## config.mk

```make
export PLATFORM = sky130hd
export DESIGN_NAME = cp0
export DESIGN_NICKNAME = d
export VERILOG_FILES = /design/src/rtl/cp0_pkg.sv /design/src/rtl/cp0.sv
export SDC_FILE = /design/constraint.sdc
export NUM_CORES = 1
export LEC_CHECK = 0
export BUFFER_PORTS_ARGS = -buffer_cell sky130_fd_sc_hd__buf_2
export CAP_MARGIN = 20
export CORE_MARGIN = 3
export CORE_UTILIZATION = 48
export CTS_CLUSTER_DIAMETER = 40
export DETAILED_ROUTE_END_ITERATION = 16
export PLACE_DENSITY = 0.87
export SYNTH_ARGS = -nofsm -noshare
export SYNTH_HDL_FRONTEND = slang
export SYNTH_SLANG_ARGS = --single-unit
```

## constraint.sdc

```tcl
create_clock -name clk -period 4 [get_ports clk]
set_input_delay 0.4 -clock clk [delete_from_list [all_inputs] [get_ports clk]]
set_output_delay 0.4 -clock clk [all_outputs]
set_load 0.02 [all_outputs]
```

## src/rtl/cp0_pkg.sv

```systemverilog
// cp0_pkg: shared constants for the system control coprocessor.
//   - CP0 register numbers used by mfc0/mtc0 (A1/A2)
//   - Synchronous exception codes carried on ExcCode
//   - Bit positions of the SR and Cause fields
//   - The constant processor ID returned for register 15
package cp0_pkg;

  // Register numbers
  localparam logic [4:0] REG_BADVADDR = 5'd8;
  localparam logic [4:0] REG_SR       = 5'd12;
  localparam logic [4:0] REG_CAUSE    = 5'd13;
  localparam logic [4:0] REG_EPC      = 5'd14;
  localparam logic [4:0] REG_PRID     = 5'd15;

  // Exception codes
  localparam logic [4:0] EXC_INT  = 5'd0;
  localparam logic [4:0] EXC_ADEL = 5'd4;
  localparam logic [4:0] EXC_ADES = 5'd5;
  localparam logic [4:0] EXC_RI   = 5'd10;
  localparam logic [4:0] EXC_OV   = 5'd12;

  // SR field positions
  localparam int IM_HI   = 15;
  localparam int IM_LO   = 10;
  localparam int EXL_BIT = 1;
  localparam int IE_BIT  = 0;

  // Cause field positions
  localparam int BD_BIT = 31;
  localparam int IP_HI  = 15;
  localparam int IP_LO  = 10;
  localparam int EXC_HI = 6;
  localparam int EXC_LO = 2;

  localparam logic [31:0] PRID_VALUE = 32'h0019_0305;

endpackage

```

## src/rtl/cp0.sv

```systemverilog
// cp0: system control coprocessor (SR, Cause, EPC, PRId, optional BadVAddr).
// Collects the six hardware interrupt lines and the pipeline's synchronous
// exception code, raises IntReq and records the return state for the handler.
//
// Ports:
//   clk      in   1  system clock, rising edge
//   reset    in   1  synchronous, active-low reset
//   A1       in   5  read register number (mfc0)
//   A2       in   5  write register number (mtc0)
//   DIn      in  32  write data (mtc0)
//   We       in   1  write enable for register A2
//   PC       in  32  memory-stage instruction address
//   BD       in   1  memory-stage instruction sits in a branch delay slot
//   ExcCode  in   5  synchronous exception code, 0 = none
//   BadAddr  in  32  faulting address for AdEL/AdES (BadVAddr build only)
//   HWInt    in   6  interrupt lines [7:2], level-sensitive
//   EXLClr   in   1  eret in memory stage
//   IntReq   out  1  take interrupt/exception this cycle
//   EPC      out 32  current EPC value
//   DOut     out 32  read data for A1
//
// Build option: define CP0_BADVADDR_EN to add BadVAddr (register 8).
module cp0
  import cp0_pkg::*;
(
  input  logic        clk,
  input  logic        reset,
  input  logic [4:0]  A1,
  input  logic [4:0]  A2,
  input  logic [31:0] DIn,
  input  logic        We,
  input  logic [31:0] PC,
  input  logic        BD,
  input  logic [4:0]  ExcCode,
  input  logic [31:0] BadAddr,
  input  logic [5:0]  HWInt,
  input  logic        EXLClr,
  output logic        IntReq,
  output logic [31:0] EPC,
  output logic [31:0] DOut
);

  // SR fields
  logic [5:0]  r_im;
  logic        r_exl;
  logic        r_ie;
  // Cause fields
  logic        r_bd;
  logic [5:0]  r_ip;
  logic [4:0]  r_exc_code;
  // EPC
  logic [31:0] r_epc;

  logic        w_int_p;
  logic        w_exc_p;
  logic        w_int_req;
  logic [31:0] w_epc_capture;
  logic [31:0] w_sr;
  logic [31:0] w_cause;
  logic [31:0] w_badvaddr;

  assign w_int_p   = (|(HWInt & r_im)) & r_ie & ~r_exl;
  assign w_exc_p   = (ExcCode != EXC_INT) & ~r_exl;
  assign w_int_req = w_int_p | w_exc_p;

  // A delay-slot instruction restarts at its branch, one word earlier.
  assign w_epc_capture = (BD ? (PC - 32'd4) : PC) & 32'hFFFF_FFFC;

  assign w_sr    = {16'b0, r_im, 8'b0, r_exl, r_ie};
  assign w_cause = {r_bd, 15'b0, r_ip, 3'b0, r_exc_code, 2'b0};

`ifdef CP0_BADVADDR_EN
  logic [31:0] r_badvaddr;

  always_ff @(posedge clk) begin
    if (!reset) begin
      r_badvaddr <= 32'b0;
    end else if (w_int_req && !w_int_p &&
                 (ExcCode == EXC_ADEL || ExcCode == EXC_ADES)) begin
      r_badvaddr <= BadAddr;
    end
  end

  assign w_badvaddr = r_badvaddr;
`else
  // BadAddr has no consumer in this build.
  logic w_unused_badaddr;
  assign w_unused_badaddr = ^BadAddr;
  assign w_badvaddr       = 32'b0;
`endif

  // NOTE: reset is tested first inside the clocked block so it overrides
  // every other input, including an IntReq that is pending this cycle.
  always_ff @(posedge clk) begin
    if (!reset) begin
      r_im       <= 6'b0;
      r_exl      <= 1'b0;
      r_ie       <= 1'b0;
      r_bd       <= 1'b0;
      r_ip       <= 6'b0;
      r_exc_code <= 5'b0;
      r_epc      <= 32'b0;
    end else begin
      r_ip <= HWInt;
      if (w_int_req) begin
        // Taking the trap discards any mtc0 in the same cycle.
        r_exl      <= 1'b1;
        r_exc_code <= w_int_p ? EXC_INT : ExcCode;
        r_bd       <= BD;
        r_epc      <= w_epc_capture;
      end else begin
        if (We) begin
          case (A2)
            REG_SR: begin
              r_im  <= DIn[IM_HI:IM_LO];
              r_exl <= DIn[EXL_BIT];
              r_ie  <= DIn[IE_BIT];
            end
            REG_EPC: r_epc <= {DIn[31:2], 2'b00};
            default: ;
          endcase
        end
        // NOTE: the later non-blocking assignment wins, so eret beats an
        // mtc0 SR write on EXL while IM/IE still take DIn.
        if (EXLClr) begin
          r_exl <= 1'b0;
        end
      end
    end
  end

  // NOTE: every output of this block gets a default first, so no latch is
  // inferred for register numbers the case does not list.
  always_comb begin
    DOut = 32'b0;
    case (A1)
      REG_SR:       DOut = w_sr;
      REG_CAUSE:    DOut = w_cause;
      REG_EPC:      DOut = r_epc;
      REG_PRID:     DOut = PRID_VALUE;
      REG_BADVADDR: DOut = w_badvaddr;
      default:      DOut = 32'b0;
    endcase
  end

  assign IntReq = w_int_req;
  assign EPC    = r_epc;

endmodule

```

Yosys cells after proc, flatten, opt, wreduce, memory -nomap -nowiden
Index checks and enable logic that the tools add are counted.
- bits in read-only memories: 0
- memories kept: 0
- input port bits: 122
- output and inout port bits: 65
- register bits: 50
- bits in latches: 0
- RAM bits: 0
- magnitude comparators: 0
- reduce and logical (&&, ||, !) cells: 9
- add/subtract/negate cells: 1
- muxes and demuxes: 10
- shift operators: 0
- $mul: 0
- div/mod/pow operators: 0
- eq/ne operators: 6
- bitwise operators: 7
- operators by type and width (kind ; number):
    2-to-1 mux 32 bit ; 4
    one-hot mux 32 bit (4 select lines) ; 1
    subtractor 32 x 3 -> 32 bit, second input constant ; 1
    equality test 5 x 4 -> 1 bit, second input constant ; 6
    AND 6 bit ; 1
    nonzero test 3 bit ; 2
    OR reduction 6 bit ; 1
    2-to-1 mux 5 bit ; 1
    nonzero test 5 bit ; 1
    2-to-1 mux 1 bit ; 4
    AND reduction 2 bit ; 2
    nonzero test 2 bit ; 2
    AND 1 bit ; 3
    AND reduction 3 bit ; 1
    NOT 1 bit ; 2
    bitwise OR 1 bit ; 1

Longest topological paths before layout
Gate-level depths: netlist of run 1.
- depth after elaboration: 7
- mapped depth: 8
- gate-level depth less buffers: 7

Worst setup path before layout of run 1
OpenSTA, ideal clock, no wires.
- path type: input -> output
- from: in HWInt[1]
- to: out IntReq
- stages on the path: 6
- path slack: 1.949 ns
- data required time: 3.600 ns
- path buffers: 2
- arrival: 1.651 ns
- cells stage by stage: a22o_1 o31ai_2 a21o_1 buf_2 inv_2 buf_1
- cells in the longest elaborated chain, start to end: 5
- ends and longest elaborated chain (item ; RTL line ; text):
    start, declared ; cp0.sv:36 ; input logic [5:0] HWInt,
    AND 6 bit ; cp0.sv:62 ; assign w_int_p = (|(HWInt & r_im)) & r_ie & ~r_exl;
    OR reduction 6 bit ; cp0.sv:62 ;
    AND 1 bit (2 in a row) ; cp0.sv:62 ;
    bitwise OR 1 bit ; cp0.sv:64 ; assign w_int_req = w_int_p | w_exc_p;
    end, declared ; cp0.sv:38 ; output logic IntReq,
No other way between the ends.

Worst setup path in the final report of run 1
- from: in A1[1]
- to: out DOut[7]
- cells in the longest elaborated chain, start to end: 2
- elaborated cells between the ends (all ways): 5
- ends and longest elaborated chain (item ; RTL line ; text):
    start, declared ; cp0.sv:28 ; input logic [4:0] A1,
    equality test 5 x 4 -> 1 bit ; cp0.sv:136 ; case (A1)
    one-hot mux 32 bit (4 select lines) (*) ; cp0.sv:136 ;
    end, declared ; cp0.sv:40 ; output logic [31:0] DOut
Every way passes the cells marked *; elsewhere a longest branch is shown, timed or not.

==> flow_metrics.tcl, run 1 <==
set metrics [dict create \
    clock_latency_ns 0.30 \
    pre_cts_slack_ns 1.26 \
    tritoncts "yes" \
    setup_viol 0 \
    synth_common_cells "57 x nand2_1, 50 x dfxtp_1, 37 x nor2_1, 30 x mux2i_1, 22 x a21oi_1" \
    cp_slowest_cell "nor2b_1" \
    die-width_um 87.5 \
    critPathLaunchType "input port" \
    fin_nets 655 \
    cp_data_arrival_time_ns 2.32 \
    wl_per_cell_um 14.7 \
    grt_util_all_layers_pct 23.1 \
    r2r_slack_ns 1.74 \
    whs_endpoint "r_ip[5]$_SDFF_PN0_" \
    synth_warnings 0 \
    dpl_cell_area_mm2 0.00394 \
    fmax_ghz 0.368 \
    max-cap-violations 0 \
    path_cells "buf_2, nor2b_1, nor2b_1, and2_1, buf_2" \
    rsz0062_at_grt "no" \
    dieArea_mm2 0.00765 \
    post-cts-setup-buffers 0 \
    drt_iter0_markers 123 \
    gr-total-overflow 0 \
    pin_count 187 \
    hold_depth 2 \
    ys_seq_area_share_pct 31.4 \
    antenna_cells 0 \
    reg2regPathDepth 6 \
    met2_usage_pct 40.3 \
    hp-start "HWInt[5]" \
    max_stage_delay_ns 0.81 \
    synth_ff_type "dfxtp_1" \
    ant_nets 0 \
    post-route-period-util_pct 68.0 \
    end_kind "output pin" \
    hold_class "input port to flip-flop" \
    cp_top_family "simple AND/OR/NAND/NOR gates" \
    synth_top_area_share_pct 31.4 \
    cp_max_fo 14 \
    power_density_mw_per_mm2 298 \
    antenna_found_initial 0 \
    stdcell_count 610 \
    clock_path_buffers 2 \
    synth_area_leaders "dfxtp_1 31%, mux2i_1 9.4%, nand2_1 6.7%" \
    initial_core_util_pct 49.9 \
    synthToLayoutAreaGrowth_pct 27.3 \
    worstPathRequired_ns 3.60 \
    final.fill_count 579 \
    ctsRootBufferMaster "clkbuf_8" \
    vias_per_cell 5.40 \
    synth_edf_count 0 \
    clk_pin_slew_ns 0.09 \
    cp-startpoint "A1[1]" \
    finalHoldViolCount 0 \
    critPathBufInv 2 \
    status "completed" \
    grt_max_degree 58 \
    post-route-drc-count 0 \
    cts_buffers 5 \
    core_mm2 0.00639 \
    die_h_um 87.5 \
    fin_skew_ns 0.00686 \
    ctsHoldBuffers 0 \
    synth_area_leader_cell "dfxtp_1" \
    design_area_mm2 0.00405 \
    grt_first_pass_wirelength_mm 14.2 \
    synthesis.area_mm2 0.00319 \
    firstDrtPassIters 4 \
    peakVddDrop_v 0.000181 \
    synth_area_per_cell_um2 8.00 \
    crit_type "input port to output pin" \
    ys_ff_latch 50 \
    slew_headroom_pct 36.8 \
    post_cts_resized 0 \
    gp_congestion 0.897 \
    placed_cells 602 \
    cts-htree-levels 2 \
    use_met3_pct 6.81 \
    worstMarginPinSlew_ns 0.945 \
    layout_setup_ws_ns 1.28 \
    min_period_ns 2.72 \
    port-buffer-count 150 \
    yosysUniqueCellTypes 47 \
    cts_sinks 50 \
    setup_tns_ns 0 \
    wl_mm 8.98 \
    reg2reg_to "r_im[5]$_SDFFE_PN0P_" \
    routed-via-count 3297 \
    dpl.hpwl_mm 7.00 \
    busiest_layer "met2" \
    synthCells 398 \
    use_met1_pct 26.8 \
    async_flop_share_pct 0 \
    p_leak_uw 0.00202 \
    synthMostInstantiatedCell "nand2_1" \
    r2r_start "r_im[1]$_SDFFE_PN0P_" \
    final_max_slew_viol_count 0 \
    fp-row-count 29 \
    grt_pass1_vias 3168 \
    fin_hold_ws_ns 0.312 \
    drive_gt1_share_pct 34.9 \
]
final cells by class:
cell class	instances	area [um2]	share of cell area, %
inverter	5	18.8	0.463
clock inverter	3	45.0	1.11
clock buffer	5	68.8	1.70
tap	77	96.3	2.38
sequential	50	1000	24.7
multi-input combinational	317	2050	50.6
timing repair buffer	153	773	19.1
routing by layer:
layer  up-vias  wire [um]
li1       1645          -
met1      1498       3500
met2       138       4410
met3        16        921
met4         0        155
met5         -          0
through the flow:
step                utilization (%)  total power, uW
detailed placement             61.7              861
global route                   63.5             1270
floorplan                         -              743
finish                         63.5             1210
CTS                            63.5             1220
global placement               61.7              852
cells by family after synthesis:
logic type	after synthesis	synth area share, %
AND/OR/NAND/NOR	182	30.0
AO/OA/AOI/OAI	60	11.5
flip-flops	50	31.4
multiplexers	44	14.4
buffers and inverters	32	4.48
XOR/XNOR	28	7.70
adder cells (fa/ha/maj)	1	0.393
other	1	0.118
power breakdown:
group          internal (uW)  switching [uW]
Sequential               535            26.5
Clock                    186             170
Combinational            120             168
Total                    842             365
how the worst max path moves through the flow:
stage                          end  depth (start not counted)
after floorplan             IntReq                          6
after CTS                  DOut[7]                          5
after global placement    DOut[23]                          5
after detailed placement   DOut[7]                          5
after global routing      DOut[28]                          5
final                      DOut[7]                          5
layout by cell type (no fill, tap or decap), drive strengths merged, types with 3 or more instances in the layout:
master	n
a21boi	5
inv	5
o21ai	18
clkbuf	5
nor4	6
a21oi	22
xor2	15
or3	5
buf	153
and2	20
nand3b	5
and3	13
nor3	10
xnor2	13
nor2b	4
nand3	9
nor2	38
nand2	57
or4	4
nand4	4
a22oi	5
mux2	14
a22o	3
dfxtp	50
mux2i	30
o211a	3
registers in the layout, indices dropped and copies added (netlist names):
| name | count |
|---|---|
| r_bd | 1 |
| EPC | 30 |
| r_ie | 1 |
| r_exl | 1 |
| r_im | 6 |
| r_ip | 6 |
| r_exc_code | 5 |
(Power assumes the default switching activity.)
==> inputs of run 2 (changes only) <==
Settings changed: CORE_UTILIZATION 48 to 40, PLACE_DENSITY 0.87 to 0.77.
Clock period 4 ns to 2.3 ns, I/O delays scaled along.
==> flow_metrics.tcl, run 2 (synthesis gave the netlist of run 1 again) <==
set metrics [dict create \
    status "completed" \
    clock_latency_ns 0.29 \
    power_density_mw_per_mm2 482 \
    firstDrtPassIters 5 \
    wl_met3_um 527 \
    drt-met1-wl_mm 4.25 \
    ant_nets 0 \
    final_core_util_pct 54.8 \
    stdcell_count 639 \
    final_common_cell "buf_2" \
    reg2regPathDepth 6 \
    port-buffer-count 150 \
    seq_area_mm2 0.00100 \
    drive_gt1_share_pct 35.4 \
    fin_total_pwr_uw 1980 \
    rsz0062_at_grt "no" \
    dpl_cell_area_mm2 0.00403 \
    reg2reg_to "r_im[1]$_SDFFE_PN0P_" \
    slew_headroom_pct 42.6 \
    gp_congestion 0.906 \
    routed-via-count 3262 \
    max-cap-violations 0 \
    cts-htree-levels 2 \
    synthToLayoutAreaGrowth_pct 28.8 \
    setup_viol 0 \
    fmax_ghz 0.494 \
    cp_data_arrival_time_ns 1.79 \
    worstPathRequired_ns 2.07 \
    gr-total-overflow 0 \
    post_cts_resized 0 \
    grt_first_pass_wirelength_mm 14.7 \
    final.fill_count 717 \
    cp_slowest_cell "dfxtp_1" \
    worstMarginPinSlew_ns 0.861 \
    peakVddDrop_v 0.000206 \
    largest_reg_flops 30 \
    fin_nets 663 \
    wl_met2_mm 4.86 \
    whs_endpoint "r_ip[1]$_SDFF_PN0_" \
    antenna_cells 0 \
    final_max_slew_viol_count 0 \
    crit_type "flip-flop to output pin" \
    dieArea_mm2 0.00907 \
    tritoncts "yes" \
    p_leak_uw 0.00204 \
    die-width_um 95.2 \
    path_cells "a22o_1, o31ai_2, a21o_1, inv_2, buf_2" \
    drt_iter0_markers 163 \
    finalHoldViolCount 0 \
    max_stage_delay_ns 0.33 \
    layout_common_cells "150 x buf_2, 57 x nand2_1, 50 x dfxtp_1, 37 x nor2_1, 30 x mux2i_1" \
    post-cts-setup-buffers 0 \
    initial_core_util_pct 42.6 \
    antenna_found_initial 0 \
    dpl.hpwl_mm 7.64 \
    fp-row-count 31 \
    maxUsedRoutingLayer "met4" \
    r2r_start "r_im[1]$_SDFFE_PN0P_" \
    fin_skew_ns 0.00676 \
    critPathLaunchType "flip-flop" \
    design_area_mm2 0.00410 \
    grt_pass1_vias 2996 \
    cts_buffers 5 \
    hold_class "input port to flip-flop" \
    ctsRootBufferMaster "clkbuf_8" \
    grt_util_all_layers_pct 20.7 \
    cts_sinks 50 \
    pin_count 187 \
    ctsHoldBuffers 0 \
    vias_per_cell 5.10 \
    core_mm2 0.00749 \
    wl_per_cell_um 15.2 \
    die_h_um 95.2 \
    grt_max_degree 58 \
    placed_cells 632 \
    post-route-drc-count 0 \
    multiInputGateArea_mm2 0.00205 \
    post-route-period-util_pct 88.0 \
    wl_mm 9.69 \
    hp-start "HWInt[1]" \
    end_kind "output pin" \
    min_period_ns 2.02 \
    clk_pin_slew_ns 0.09 \
    clock_path_buffers 2 \
    r2r_slack_ns 0.40 \
    cp_max_fo 31 \
    hold_depth 2 \
    setup_tns_ns 0 \
]
[run 2: final cells by class]
| cell class | count | area share (%) |
|---|---|---|
| multi-input combinational | 317 | 50.0 |
| timing repair buffer | 161 | 20.3 |
| clock buffer | 7 | 1.86 |
| sequential | 50 | 24.4 |
| tap | 99 | 3.02 |
| inverter | 5 | 0.457 |
[run 2: layer usage]
layer	track usage [%]	vias to the layer above
met4	4.21	0
met1	27.6	1513
met3	2.21	4
met5	0	-
met2	36.1	89
li1	-	1656
[run 2: worst max-delay path by stage]
stage / slack (ns) / cells past startpoint / endpoint / from
3_5_place_dp: 0.28 / 6 / EPC[16]$_SDFFE_PN0P_ / PC[7]
5_1_grt: 0.17 / 5 / IntReq / r_im[1]$_SDFFE_PN0P_
3_3_place_gp: 0.31 / 6 / EPC[28]$_SDFFE_PN0P_ / PC[7]
4_1_cts: 0.27 / 5 / IntReq / r_im[1]$_SDFFE_PN0P_
6_report: 0.28 / 5 / IntReq / r_im[1]$_SDFFE_PN0P_
2_1_floorplan: 0.47 / 6 / EPC[18]$_SDFFE_PN0P_ / PC[7]
[run 2: critical path: cells and delay by family (launching register included)]
kind / cells / cell delay (ns)
compound gates: 3 / 0.72
buf+inv: 2 / 0.44
flops: 1 / 0.33
[run 2: where the power goes]
part | internal (uW) | switching (uW) | leakage (uW)
clock network | 210 | 271 | 0.0000383
registers | 931 | 49.0 | 0.000414
logic | 215 | 304 | 0.00159
total | 1360 | 623 | 0.00204
[run 2: through the flow]
| step | hold WS, ns | setup slack, ns |
|---|---|---|
| floorplan | 0.352 | 0.471 |
| global placement | 0.452 | 0.309 |
| detailed placement | 0.457 | 0.280 |
| CTS | 0.145 | 0.272 |
| global route | 0.145 | 0.166 |
| finish | 0.149 | 0.277 |
